==> src/rtl/cgol_pkg.sv <==
// Shared types and helpers for the Game-of-Life next-generation datapath.
package cgol_pkg;

  localparam int DEF_ROWS = 16;
  localparam int DEF_COLS = 8;

  typedef logic [DEF_COLS-1:0] row_t;

  typedef enum logic [2:0] {
    IDLE,
    PRIME0,
    PRIME1,
    RUN,
    DONE
  } state_t;

  // Conway rule for one cell given its current value and live-neighbour count.
  function automatic logic live_next(input logic self, input logic [3:0] n);
    return self ? (n == 4'd2 || n == 4'd3) : (n == 4'd3);
  endfunction

endpackage

==> src/rtl/cgol_row_rule.sv <==
// Combinational Conway rule for one row, given the rows above and below it.
module cgol_row_rule
  import cgol_pkg::*;
#(
  parameter int COLS = DEF_COLS,
  parameter int WRAP = 1
) (
  input  logic [COLS-1:0] i_above,
  input  logic [COLS-1:0] i_cur,
  input  logic [COLS-1:0] i_below,
  output logic [COLS-1:0] o_next
);

  for (genvar c = 0; c < COLS; c++) begin : g_cell
    localparam int LI = (c == 0) ? COLS - 1 : c - 1;
    localparam int RI = (c == COLS - 1) ? 0 : c + 1;
    // Edge columns see a dead neighbour column when the board does not wrap.
    localparam bit HAS_L = (WRAP != 0) || (c > 0);
    localparam bit HAS_R = (WRAP != 0) || (c < COLS - 1);

    logic [2:0] w_left;
    logic [2:0] w_right;
    logic [3:0] w_n;

    assign w_left  = HAS_L ? {i_above[LI], i_cur[LI], i_below[LI]} : 3'b000;
    assign w_right = HAS_R ? {i_above[RI], i_cur[RI], i_below[RI]} : 3'b000;

    assign w_n = 4'(w_left[0]) + 4'(w_left[1]) + 4'(w_left[2])
               + 4'(w_right[0]) + 4'(w_right[1]) + 4'(w_right[2])
               + 4'(i_above[c]) + 4'(i_below[c]);

    assign o_next[c] = live_next(i_cur[c], w_n);
  end

endmodule

==> src/rtl/next_gen_engine.sv <==
// Generation sequencer: streams the board through a 3-row window, applies the
// Conway rule and writes each next-generation row one cycle later.
module next_gen_engine
  import cgol_pkg::*;
#(
  parameter int ROWS = DEF_ROWS,
  parameter int COLS = DEF_COLS,
  parameter int WRAP = 1
) (
  input  logic                            clk,
  input  logic                            reset,
  input  logic                            start,
  output logic                            busy,
  output logic                            done,
  output logic [$clog2(ROWS)-1:0]         raddr,
  input  logic [COLS-1:0]                 rdata,
  output logic                            nwe,
  output logic [$clog2(ROWS)-1:0]         naddr,
  output logic [COLS-1:0]                 nwd,
  output logic [$clog2(ROWS*COLS+1)-1:0]  pop_count,
  output logic                            stable
);

  localparam int AW = $clog2(ROWS);
  localparam int PW = $clog2(ROWS*COLS+1);

  if (WRAP == 0 && ROWS == 1) begin : g_illegal
    $error("next_gen_engine: WRAP=0 requires ROWS > 1");
  end

  state_t          r_state;
  logic [AW-1:0]   r_k;
  logic [COLS-1:0] r_above;
  logic [COLS-1:0] r_cur;
  logic            r_busy;
  logic            r_done;
  logic            r_nwe;
  logic [AW-1:0]   r_naddr;
  logic [COLS-1:0] r_nwd;
  logic [AW-1:0]   r_raddr;
  logic [PW-1:0]   r_pop_acc;
  logic            r_stable_acc;
  logic [PW-1:0]   r_pop_count;
  logic            r_stable;

  logic            w_last;
  logic [COLS-1:0] w_below;
  logic [COLS-1:0] w_next;
  logic [PW-1:0]   w_row_pop;
  logic [PW-1:0]   w_pop_sum;
  logic            w_stable_sum;
  logic [AW-1:0]   w_raddr_step;

  assign w_last       = (r_k == AW'(ROWS - 1));
  // The row below the last one is dead on a non-wrapping board.
  assign w_below      = (w_last && WRAP == 0) ? '0 : rdata;
  assign w_pop_sum    = r_pop_acc + w_row_pop;
  assign w_stable_sum = r_stable_acc & (w_next == r_cur);
  assign w_raddr_step = AW'((int'(r_k) + 2) % ROWS);

  cgol_row_rule #(
    .COLS (COLS),
    .WRAP (WRAP)
  ) u_rule (
    .i_above (r_above),
    .i_cur   (r_cur),
    .i_below (w_below),
    .o_next  (w_next)
  );

  always_comb begin
    w_row_pop = '0;
    for (int i = 0; i < COLS; i++) begin
      w_row_pop = w_row_pop + PW'(w_next[i]);
    end
  end

  always_ff @(posedge clk) begin
    if (reset) begin
      r_state      <= IDLE;
      r_k          <= '0;
      r_above      <= '0;
      r_cur        <= '0;
      r_busy       <= 1'b0;
      r_done       <= 1'b0;
      r_nwe        <= 1'b0;
      r_naddr      <= '0;
      r_nwd        <= '0;
      r_raddr      <= '0;
      r_pop_acc    <= '0;
      r_stable_acc <= 1'b0;
      r_pop_count  <= '0;
      r_stable     <= 1'b0;
    end else begin
      r_nwe  <= 1'b0;
      r_done <= 1'b0;
      case (r_state)
        IDLE: begin
          r_raddr <= '0;
          if (start) begin
            r_state <= PRIME0;
            r_busy  <= 1'b1;
            r_raddr <= AW'(ROWS - 1);
          end
        end
        PRIME0: begin
          r_above <= (WRAP != 0) ? rdata : '0;
          r_raddr <= '0;
          r_state <= PRIME1;
        end
        PRIME1: begin
          r_cur        <= rdata;
          r_pop_acc    <= '0;
          r_stable_acc <= 1'b1;
          r_k          <= '0;
          r_raddr      <= AW'(1 % ROWS);
          r_state      <= RUN;
        end
        RUN: begin
          r_nwe        <= 1'b1;
          r_naddr      <= r_k;
          r_nwd        <= w_next;
          r_pop_acc    <= w_pop_sum;
          r_stable_acc <= w_stable_sum;
          r_above      <= r_cur;
          r_cur        <= w_below;
          r_k          <= r_k + 1'b1;
          r_raddr      <= w_raddr_step;
          if (w_last) begin
            // Final write, done pulse and result update all land together.
            r_state     <= DONE;
            r_done      <= 1'b1;
            r_busy      <= 1'b0;
            r_pop_count <= w_pop_sum;
            r_stable    <= w_stable_sum;
            r_raddr     <= '0;
          end
        end
        DONE: begin
          r_state <= IDLE;
        end
        default: begin
          r_state <= IDLE;
          r_busy  <= 1'b0;
        end
      endcase
    end
  end

  assign busy      = r_busy;
  assign done      = r_done;
  assign raddr     = r_raddr;
  assign nwe       = r_nwe;
  assign naddr     = r_naddr;
  assign nwd       = r_nwd;
  assign pop_count = r_pop_count;
  assign stable    = r_stable;

endmodule

==> config.mk <==
export PLATFORM = sky130hd
export DESIGN_NAME = next_gen_engine
export DESIGN_NICKNAME = d
export VERILOG_FILES = /design/src/rtl/cgol_pkg.sv /design/src/rtl/cgol_row_rule.sv /design/src/rtl/next_gen_engine.sv
export SDC_FILE = /design/constraint.sdc
export NUM_CORES = 1
export LEC_CHECK = 0
export CAP_MARGIN = 0
export CORE_ASPECT_RATIO = 0.5
export CORE_UTILIZATION = 51
export CTS_CLUSTER_SIZE = 20
export DETAILED_ROUTE_END_ITERATION = 10
export PLACE_DENSITY_LB_ADDON = 0.05
export SLEW_MARGIN = 20
export SYNTH_ARGS = -nofsm -noshare
export SYNTH_HDL_FRONTEND = slang
export SYNTH_SLANG_ARGS = --single-unit
==> constraint.sdc <==
create_clock -name clk -period 21.2 [get_ports clk]
set_input_delay 4.24 -clock clk [delete_from_list [all_inputs] [get_ports clk]]
set_output_delay 4.24 -clock clk [all_outputs]
set_load 0.01 [all_outputs]
### Word-level counts from Yosys, hierarchy flattened

Cells that the tools add are included.

| operators by class | value |
|---|---|
| $add $sub $neg | 66 |
| multiply operators | 0 |
| div/mod/pow operators | 0 |
| magnitude comparators | 0 |
| equal/unequal tests | 24 |
| shift operators | 0 |
| multiplexer cells | 23 |
| bitwise logic cells | 3 |
| reductions and logical operators | 18 |

Operators with widths:

| kind | count |
|---|---|
| adder 4 x 1 -> 4 bit | 48 |
| == test 4 x 2 -> 1 bit (second input constant) | 16 |
| one-hot mux 8 bit (2 select lines) | 2 |
| adder 1 x 1 -> 2 bit | 9 |
| one-hot mux 4 bit (4 select lines) | 1 |
| two-way mux 1 bit | 12 |
| one-hot mux 3 bit (4 select lines) | 1 |
| adder 7 x 1 -> 8 bit | 1 |
| adder 8 bit | 1 |
| == test 8 bit | 1 |
| logical OR 1 bit | 8 |
| two-way mux 4 bit | 2 |
| one-hot mux 4 bit (2 select lines) | 1 |
| adder 6 x 1 -> 7 bit | 1 |
| adder 5 x 1 -> 6 bit | 1 |
| == test 3 x 2 -> 1 bit (second input constant) | 2 |
| two-way mux 3 bit | 2 |
| adder 4 x 1 -> 5 bit | 1 |
| adder 3 x 1 -> 4 bit | 1 |
| adder 4 x 1 -> 4 bit (second input constant) | 1 |
| adder 4 x 2 -> 4 bit (second input constant) | 1 |
| == test 4 bit (second input constant) | 1 |
| != test 2 bit (second input constant) | 2 |
| AND reduction 2 bit | 2 |
| other kinds (13) | 16 |

| word-level totals | value |
|---|---|
| register bits | 60 |
| latch bits | 0 |
| RAM bits | 0 |
| bits in read-only memories | 0 |
| bits of input ports | 11 |
| output and inout port bits | 28 |
| word-level logic and storage cells | 148 |
| memories kept | 0 |

### Longest topological paths before layout

Gate-level depths: netlist of run 1.

| logic depth | value |
|---|---|
| word-level depth | 19 |
| depth in mapped cells | 26 |

### Modules after synthesis

Synthesis of run 1 repeated with hierarchy kept, for this count alone.

| second synthesis, totals | value |
|---|---|
| cells, all modules | 467 |
| area, all modules | 4127.7 um^2 |

By module, submodules not included:

| module | instances | cells each | area each (um^2) | sequential area each (um^2) |
|---|---|---|---|---|
| next_gen_engine | 1 | 316 | 2770.2 | 1201.2 |
| cgol_row_rule | 1 | 151 | 1357.6 | 0.0 |

### Worst setup path after synthesis of run 1

No wires, ideal clock.

| timing | value |
|---|---|
| path type | input port to flip-flop |
| from | in rdata[1] |
| to | reg r_pop_count[6] (netlist: pop_count[6]) |
| setup time | 0.088 ns |
| arrival time | 9.811 ns |
| required time | 21.112 ns |
| slack | 11.301 ns |
| stages | 24 |
| buffers on the path | 0 |
| cells stage by stage | ha_1 inv_1 fa_1 fa_1 inv_1 fa_1 inv_1 fa_1 or2_1 o21bai_1 fa_1 fa_1 inv_1 fa_1 inv_1 fa_1 inv_1 fa_1 a21o_1 a21oi_1 nor2_1 xor2_1 nand2_1 o31ai_1 |

| on the way | value |
|---|---|
| cells in the longest elaborated chain, start to end | 17 |
| elaborated cells on any way between the ends | 33 |

RTL lines:

| item | line | RTL |
|---|---|---|
| start, declared | next_gen_engine.sv:16 | `input logic [COLS-1:0] rdata,` |
| adder 1 x 1 -> 2 bit | cgol_row_rule.sv:28 | `assign w_n = 4'(w_left[0]) + 4'(w_left[1]) + 4'(w_left[2])` |
| adder 4 x 1 -> 4 bit | cgol_row_rule.sv:28 |  |
| adder 4 x 1 -> 4 bit (3 in series) | cgol_row_rule.sv:29 | `+ 4'(w_right[0]) + 4'(w_right[1]) + 4'(w_right[2])` |
| adder 4 x 1 -> 4 bit (2 in series) | cgol_row_rule.sv:30 | `+ 4'(i_above[c]) + 4'(i_below[c]);` |
| == test 4 x 2 -> 1 bit | cgol_pkg.sv:19 | `return self ? (n == 4'd2 \|\| n == 4'd3) : (n == 4'd3);` |
| logical OR 1 bit | cgol_pkg.sv:19 |  |
| two-way mux 1 bit | cgol_pkg.sv:19 |  |
| adder 2 x 1 -> 3 bit (*) | next_gen_engine.sv:74 | `w_row_pop = w_row_pop + PW'(w_next[i]);` |
| adder 3 x 1 -> 4 bit (*) | next_gen_engine.sv:74 |  |
| adder 4 x 1 -> 5 bit (*) | next_gen_engine.sv:74 |  |
| adder 5 x 1 -> 6 bit (*) | next_gen_engine.sv:74 |  |
| adder 6 x 1 -> 7 bit (*) | next_gen_engine.sv:74 |  |
| adder 7 x 1 -> 8 bit (*) | next_gen_engine.sv:74 |  |
| adder 8 bit (*) | next_gen_engine.sv:57 | `assign w_pop_sum = r_pop_acc + w_row_pop;` |
| end signal, assigned | next_gen_engine.sv:134 | `r_pop_count <= w_pop_sum;` |
| end, declared | next_gen_engine.sv:43 | `logic [PW-1:0] r_pop_count;` |

Every way passes the cells marked *; elsewhere a longest branch is shown, timed or not.
A chain may end at the register's enable or synchronous reset.

### Worst setup path after layout of run 1

Ends and elaborated chain as after synthesis.

==> results of run 1 <==
[cells in the final DEF, fill, tap and decap left out, types with 3 or more instances in the layout]
cell type / count
inv_1: 80
nand2_1: 67
dfxtp_1: 60
a21oi_1: 47
nor2_1: 47
fa_1: 37
clkdlybuf4s50_1: 37
ha_1: 32
mux2i_1: 12
a211oi_1: 12
nor2b_1: 10
nand3_1: 9
clkbuf_16: 9
nor3_1: 7
nor3b_1: 7
o21ai_0: 6
o21ai_1: 5
a31oi_1: 5
nand3b_1: 5
nand2b_1: 4
xor2_1: 4
a22oi_1: 4
nor4b_1: 4
buf_4: 4
nand4_1: 3
[worst reg2reg max path: stages (launching register included)]
cell and delay [ns]:
dfxtp_1 0.44, ha_1 0.27, inv_1 0.08, fa_1 0.43, fa_1 0.43, inv_1 0.08
fa_1 0.18, inv_1 0.06, fa_1 0.38, a211oi_1 0.22, mux2i_1 0.13, nor2_1 0.10
o21ai_0 0.17, fa_1 0.50, fa_1 0.51, inv_1 0.04, fa_1 0.43, inv_1 0.08
fa_1 0.19, inv_1 0.06, fa_1 0.41, a21o_1 0.21, a21oi_1 0.31, nor2_1 0.11
xor2_1 0.14, nand2_1 0.09, o31ai_1 0.19
[metrics by stage]
stage	total power, uW	instances
floorplan	279	521
global placement	326	655
detailed placement	332	655
CTS	491	671
global route	528	671
finish	486	671
[synthesized netlist by cell type, drive strengths merged (2+ instances only)]
| library cell | instances | area, um^2 |
|---|---|---|
| o21bai | 2 | 15.0 |
| a21o | 2 | 15.0 |
| a22oi | 4 | 30.0 |
| nor2 | 48 | 183 |
| nand4b | 2 | 17.5 |
| o21ai | 11 | 55.1 |
| nand3b | 5 | 37.5 |
| or2 | 2 | 12.5 |
| clkbuf | 11 | 41.3 |
| nand2 | 67 | 251 |
| nand3 | 9 | 45.0 |
| ha | 32 | 400 |
| a21oi | 47 | 235 |
| nand2b | 4 | 25.0 |
| xor2 | 4 | 35.0 |
| a211oi | 12 | 90.1 |
| nor3 | 7 | 35.0 |
| dfxtp | 60 | 1200 |
| nor4 | 2 | 12.5 |
| inv | 80 | 300 |
| nor4b | 4 | 35.0 |
| nand4 | 3 | 18.8 |
| and3 | 3 | 23.8 |
| a31oi | 5 | 31.3 |
| or3 | 2 | 12.5 |
| buf | 9 | 42.5 |
| nor2b | 10 | 62.6 |
| mux2i | 12 | 120 |
| o31ai | 2 | 28.8 |
| a21boi | 3 | 22.5 |
| nor3b | 8 | 65.1 |
| fa | 37 | 741 |
[sequential cells by signal (all words and copies together), names as in the netlist]
register      cells
r_state           3
raddr             4
r_k               4
pop_count         8
busy              1
r_above           8
done              1
nwe               1
r_stable_acc      1
r_pop_acc         8
stable            1
nwd               8
r_cur             8
naddr             4
[area by class of cell]
class,instances,area (um^2)
clock inverters,4,72.6
flip-flops and latches,60,1200
repair buffers,42,405
well taps,112,140
fillers,721,3010
multi-input cells,361,2760
clock buffers,12,246
inverters,80,300
[kinds of logic after synthesis]
family / after synthesis / synth area share
AOI/OAI and AO/OA: 95 / 0.136
xor gates and xnor gates: 5 / 0.0101
adders and majority gates: 69 / 0.262
buffers and inverters: 100 / 0.0883
DFF: 60 / 0.276
muxes: 12 / 0.0276
and+or+nand+nor: 180 / 0.200
[layer usage]
layer  wire, um  vias up  share of wire  GRT usage
met5          0        -              0          0
met4         75        0         0.0077     0.0661
met3        475        6          0.049     0.0608
met2       4310       77           0.44      0.382
met1       4840     1659           0.50      0.318
li1           -     1772              -          -
[path summary, 6_finish.rpt]
path	slack, ns	end	cells after the start	from
worst max-delay path	10.75	pop_count[6]	25	rdata[1]
worst min-delay path	0.45	pop_count[3]	2	pop_count[3]
worst max register to register	14.87	pop_count[6]	26	r_cur[7]
worst min register to register	0.45	pop_count[3]	2	pop_count[3]
[power by group]
group | switching [uW] | internal, uW
clock | 51.6 | 106
sequential | 5.69 | 119
combinational | 118 | 86.7
total | 175 | 311
==> impl_metrics.csv, run 1 <==
group,metric,value,unit
status,status,"finished clean",
setup_path,start_kind,"input port",
grt,track_usage,0.237,
clock_network,cts_root_buffer,"clkbuf_16",
setup_path,crit_arrival,10.70,ns
drt,vias,3514,
setup_path,crit_type,"input port to flop",
placed_design,io_buffers,38,
placed_design,dp_slack,10.43,ns
final_layout,drive_gt1_frac,0.0447,
pwr,leakage,0.00221,uW
die,core,8140,um^2
clock_network,htree_levels,3,
die,die_h,67.3,um
timing,clock.fmax,95.7,MHz
final_layout,num-nets-final,634,
yosys,synth.distinct_cells,53,
yosys,ys_seq_area_frac,0.276,
timing,setup_tns,0,ns
setup_path,slowest_stage,"clkdlybuf4s50_1",
pwr,ir_worst_vdd,0.0000593,V
clock_network,cts.hold.buffers_added,0,
timing,worstMarginPinSlew,0.975,ns
grt,antenna_found_initial,0,
timing,setup_viol,0,
timing,min_period,10.45,ns
placed_design,gp_congestion,0.946,
setup_path,crit_top_cell,"fa_1",
drt,wl,9.71,mm
timing,finClkSkew,0.00609,ns
die,die_area,8920,um^2
yosys,synth_edf_count,0,
yosys,synth_nets,601,
yosys,syn-instance-count,521,
drt,wl_per_cell,14.5,um
final_layout,area_delta_synth_final,18.0,%
final_layout,fin_area,5130,um^2
die,ioPinCount,39,
timing,period_share,0.493,
timing,worst_slack,10.75,ns
yosys,synthArstFlopShare,0,
job,cap_violations,0,
die,fp.dieW,133,um
timing,rsz0062_at_grt,"no",
drt,drc,0,
placed_design,placed_cell_area,4810,um^2
setup_path,max_stage_delay,0.59,ns
clock_network,clkSinkCount,60,
pwr,power_density,94.8,nW/um^2
timing,relSlewSlack,0.349,
clock_network,postCtsSetupBuffers,0,
timing,maxSlewViolCount,0,
clock_network,cts.path.max_buffers,2,
placed_design,dp_hpwl,7.10,mm
clock_network,clk_latency,0.33,ns
timing,whs,0.450,ns
min_path,min_path_type,"flop to flop",
grt,grt_pass1_wl,15.9,mm
grt,grt-ovfl-total,0,
clock_network,cts_resized,0,
timing,hold_viol_final,0,
die,fp-row-count,23,
yosys,avgSynthCellArea,8.35,um^2
drt,first_pass_iters,4,
clock_network,cts_tree,"built",
setup_path,path_buf_inv,7,
clock_network,clk_pin_slew,0.05,ns
drt,dr.first_iter.drc_count,147,
setup_path,crit_fanout,5,
drt,antenna_left,0,
drt,viasPerCell,5.24,
setup_path,crit_family,"adder cells",
grt,grt_pass1_vias,3214,
setup_path,required,21.44,ns
final_layout,diodes,0,
die,start_util,0.534,
yosys,synth_top_flop_cell,"dfxtp_1",
clock_network,numCtsBuffers,9,
yosys,ys_warn_count,0,
final_layout,final_util,0.630,
setup_path,worstSetupEndpointType,"flop",
yosys,ys_ff_latch,60,
grt,grt_max_degree,63,
yosys,netlist_area,4350,um^2
No activity file was read; power rests on OpenSTA's default activity.
==> run 2: changes to the inputs <==
- clock period: 21.2 -> 9.9 ns (I/O delays scaled with it)
==> run 2 against run 1 <==
Register-to-register slack got worse by 11 ns. Global-route usage is essentially flat. Critical path depth did not move. Clock power is 120% higher. Via count grew 0.26%. Critical path type unchanged. Largest power group unchanged.
==> impl_metrics.csv, run 2 (same netlist as run 1, synthesis figures left out) <==
group,metric,value,unit
placed_design,gp_congestion,0.946,
timing,finClkSkew,0.00728,ns
clock_network,clk_latency,0.34,ns
placed_design,placed_cell_area,4810,um^2
clock_network,numCtsBuffers,9,
grt,antenna_found_initial,0,
timing,relSlewSlack,0.327,
setup_path,timing.rr.start,"r_cur[7]",
timing,clock.fmax,122,MHz
pwr,leakage,0.00221,uW
setup_path,start_kind,"input port",
final_layout,num-nets-final,634,
placed_design,dp_slack,1.41,ns
final_layout,multi_input_area,2760,um^2
die,ioPinCount,39,
grt,grt_max_degree,63,
die,start_util,0.534,
timing,maxSlewViolCount,0,
timing,rsz0062_at_grt,"no",
setup_path,worstSetupEndpointType,"flop",
placed_design,io_buffers,38,
die,fp.dieW,133,um
clock_network,clk_pin_slew,0.06,ns
setup_path,crit_fanout,5,
clock_network,cts.hold.buffers_added,0,
final_layout,seq_area,1200,um^2
timing,setup_viol,0,
min_path,worstHoldStart,"pop_count[3]",
timing,min_period,8.17,ns
timing,worstMarginPinSlew,1.01,ns
drt,first_pass_iters,4,
setup_path,crit_arrival,8.42,ns
setup_path,required,10.15,ns
grt,track_usage,0.236,
timing,worst_slack,1.73,ns
final_layout,drive_gt1_frac,0.0483,
drt,vias,3523,
grt,grt-ovfl-total,0,
clock_network,clkSinkCount,60,
placed_design,dp_cells,655,
die,core,8140,um^2
grt,grt_pass1_vias,3140,
die,die_area,8920,um^2
drt,dr.first_iter.drc_count,181,
clock_network,cts.path.max_buffers,2,
setup_path,crit_type,"input port to flop",
pwr,ir_worst_vdd,0.000101,V
min_path,min_path_type,"flop to flop",
setup_path,crit_start,"rdata[1]",
timing,setup_tns,0,ns
setup_path,rrSetupSlack,3.57,ns
setup_path,reg2reg_depth,26,
final_layout,area_delta_synth_final,18.4,%
final_layout,final_common_cell,"inv_1",
grt,grt_pass1_wl,15.8,mm
clock_network,cts_tree,"built",
die,die_h,67.3,um
final_layout,fin_area,5150,um^2
drt,wl,9.82,mm
job,cap_violations,0,
status,status,"finished clean",
setup_path,r2r-end,"pop_count[6]",
clock_network,cts_root_buffer,"clkbuf_16",
final_layout,diodes,0,
drt,viasPerCell,5.25,
drt,antenna_left,0,
clock_network,cts_resized,0,
pwr,power_density,206,nW/um^2
drt,wl_per_cell,14.6,um
final_layout,layout_common_cells,"inv_1 (80), nand2_1 (67), dfxtp_1 (60)",
placed_design,dp_hpwl,7.13,mm
final_layout,fin_cells,671,
final_layout,nFillCells,719,
timing,period_share,0.825,
drt,drc,0,
die,fp-row-count,23,
min_path,holdPathEnd,"pop_count[3]",
timing,hold_viol_final,0,
min_path,holdPathStages,2,
clock_network,htree_levels,3,
clock_network,postCtsSetupBuffers,0,
-- run 2: how the worst max path moves through the flow --
stage,end,slack [ns],depth (start not counted)
after floorplan,pop_count[6],2.26,24
after global placement,pop_count[6],1.51,25
after detailed placement,pop_count[6],1.41,25
after CTS,pop_count[6],1.72,25
after global routing,pop_count[6],1.32,27
final,pop_count[6],1.73,25
-- run 2: cell type report --
type | count | share of cell area
clock buffer | 11 | 0.0491
timing repair buffer | 42 | 0.0788
tap | 112 | 0.0272
sequential | 60 | 0.233
multi-input combinational | 361 | 0.537
clock inverter | 5 | 0.0163
inverter | 80 | 0.0583
-- run 2: worst max-delay path, stage by stage --
cell and delay, ns:
clkdlybuf4s50_1 0.59, ha_1 0.27, inv_1 0.07, fa_1 0.42, fa_1 0.49, inv_1 0.05
fa_1 0.38, inv_1 0.08, fa_1 0.42, or2_1 0.26, o21bai_1 0.19, fa_1 0.49
fa_1 0.51, inv_1 0.05, fa_1 0.44, inv_1 0.08, fa_1 0.19, inv_1 0.06
fa_1 0.41, a21o_1 0.21, a21oi_1 0.31, nor2_1 0.10, xor2_1 0.13, nand2_1 0.08
o31ai_1 0.18
-- run 2: power breakdown --
part | switching (uW) | internal [uW]
combinational | 254 | 188
sequential | 12.5 | 255
clock | 119 | 234
total | 385 | 677
-- run 2: metal layers --
| layer | vias to the layer above | global-route usage | part of all wire |
|---|---|---|---|
| li1 | 1779 | - | - |
| met2 | 68 | 0.370 | 0.43 |
| met5 | - | 0 | 0 |
| met4 | 0 | 0.0704 | 0.012 |
| met3 | 12 | 0.0623 | 0.054 |
| met1 | 1664 | 0.323 | 0.50 |
-- run 2: metrics by stage --
step	utilization	total power [uW]	hold WS [ns]
2_1_floorplan	-	598	0.454
3_3_place_gp	0.591	699	0.444
3_5_place_dp	0.591	716	0.448
4_1_cts	0.632	1070	0.455
5_1_grt	0.632	1140	0.467
6_report	0.632	1060	0.452
==> run 3: changes to the inputs <==
- clock period: 9.9 -> 6.8 ns (I/O delays scaled with it)
==> run 3 against run 2 <==
The flow now finishes with violations (setup timing). Routed wire length increased by 11%. Non-clock buffer count increased by 58. Clock power increased by 39%. Die area unchanged. Sequential cell count unchanged. Worst hold slack improved by 0.00060 ns. Sequential share of layout area decreased by 2.3 points. Via count increased by 8.6%. Design area increased by 11%. Power increased by 76%. Worst setup slack got worse by 1.8 ns. Cell count increased by 8.6%. Largest power group unchanged.
==> impl_metrics.csv, run 3 (same netlist as run 1, synthesis figures left out) <==
group,metric,value,unit
status,status,"finished, violations left",
status,violations,"setup timing",
setup_path,crit_fanout,2,
setup_path,slowest_stage,"fa_1",
timing,worst_slack,-0.0899,ns
final_layout,drive_gt1_frac,0.198,
grt,track_usage,0.257,
placed_design,io_buffers,38,
timing,maxSlewViolCount,0,
clock_network,clkSinkCount,60,
final_layout,layout_common_cells,"inv_1 (71), nand2_1 (67), buf_4 (62)",
final_layout,fin_cells,729,
final_layout,diodes,0,
final_layout,nFillCells,659,
clock_network,cts_tree,"built",
clock_network,cts.path.max_buffers,2,
final_layout,area_delta_synth_final,31.4,%
clock_network,cts_root_buffer,"clkbuf_16",
timing,worstMarginPinSlew,1.08,ns
setup_path,required,7.06,ns
grt,grt_pass1_wl,17.4,mm
grt,grt_pass1_vias,3509,
timing,finClkSkew,0.00606,ns
drt,viasPerCell,5.25,
setup_path,crit_type,"input port to flop",
drt,first_pass_iters,5,
die,core,8140,um^2
clock_network,clk_pin_slew,0.05,ns
die,ioPinCount,39,
timing,hold_viol_final,0,
die,die_h,67.3,um
job,cap_violations,0,
pwr,ir_worst_vdd,0.000210,V
setup_path,crit_arrival,7.15,ns
setup_path,max_stage_delay,0.56,ns
placed_design,gp_congestion,0.869,
final_layout,final_util,0.701,
timing,setup_viol,5,
drt,wl_per_cell,14.9,um
placed_design,placed_cell_area,5080,um^2
die,fp-row-count,23,
grt,grt_max_degree,63,
timing,min_period,6.89,ns
grt,grt-ovfl-total,0,
die,fp.dieW,133,um
final_layout,final_common_cell,"inv_1",
final_layout,fin_area,5710,um^2
pwr,power_density,327,nW/um^2
clock_network,clk_latency,0.33,ns
drt,wl,10.8,mm
timing,period_share,1.01,
placed_design,dp_hpwl,7.32,mm
drt,antenna_left,0,
setup_path,worstSetupEndpointType,"flop",
die,start_util,0.534,
min_path,min_path_type,"flop to flop",
timing,rsz0062_at_grt,"yes",
placed_design,dp_cells,685,
pwr,leakage,0.00252,uW
pwr,finalPower,1870,uW
clock_network,htree_levels,3,
grt,antenna_found_initial,0,
setup_path,start_kind,"input port",
timing,relSlewSlack,0.276,
timing,clock.fmax,145,MHz
drt,vias,3827,
die,die_area,8920,um^2
clock_network,cts.hold.buffers_added,0,
drt,drc,0,
clock_network,numCtsBuffers,9,
final_layout,num-nets-final,692,
drt,dr.first_iter.drc_count,169,
[run 3: changes by cell type in the layout (fill, tap and decap cells not counted), sizes merged]
cell	delta
clkinvlp	-1
clkdlybuf4s50	-4
dlygate4sd2	+2
clkbuf	+1
buf	+60
[run 3: power by group]
group	leakage, uW	total (uW)	switching (uW)	internal, uW
sequential	0.000488	395	24.0	371
clock	0.000153	491	161	330
combinational	0.00188	980	473	507
total	0.00252	1870	658	1210
[run 3: what timing repair did]
item	CTS	global route
buffers inserted	26	2
pin swaps	14	22
endpoints found under the setup margin	14	14
gates resized for setup	31	16
[run 3: cell type report]
class,count,area [um^2],area share
Clock buffer,12,246,0.0431
Clock inverter,4,72.6,0.0127
Inverter,80,300,0.0526
Multi-Input combinational cell,361,2910,0.509
Sequential cell,60,1200,0.210
Tap cell,112,140,0.0245
Timing Repair Buffer,100,845,0.148
[run 3: worst paths after layout]
| check | start | end | slack, ns | depth (start not counted) |
|---|---|---|---|---|
| max | rdata[1] | r_pop_acc[6] | -0.09 | 26 |
| min | pop_count[2] | pop_count[2] | 0.45 | 2 |
| max reg2reg | r_cur[1] | r_pop_acc[6] | 0.62 | 25 |
| min reg2reg | pop_count[2] | pop_count[2] | 0.45 | 2 |
[run 3: critical path: cells and delay by family]
kind	cells	cell delay, ns
simple gates	3	0.44
xor+xnor	1	0.17
compound gates	4	0.49
buf+inv	8	0.58
fa+ha+maj	10	4.12
[run 3: per-stage QoR]
stage	setup TNS, ns	setup WS (ns)	hold slack, ns
after floorplan	-0.0125	-0.0125	0.454
after global placement	-7.54	-0.687	0.441
after detailed placement	-8.59	-0.763	0.443
after global routing	-2.23	-0.260	0.476
final	-0.214	-0.0899	0.453
after CTS	-0.0304	-0.0271	0.451
[run 3: layer usage]
layer,part of all wire,up-vias,track usage
met3,0.053,14,0.0571
li1,-,1898,-
met1,0.47,1827,0.347
met4,0.013,0,0.0761
met2,0.46,88,0.420
met5,0,-,0
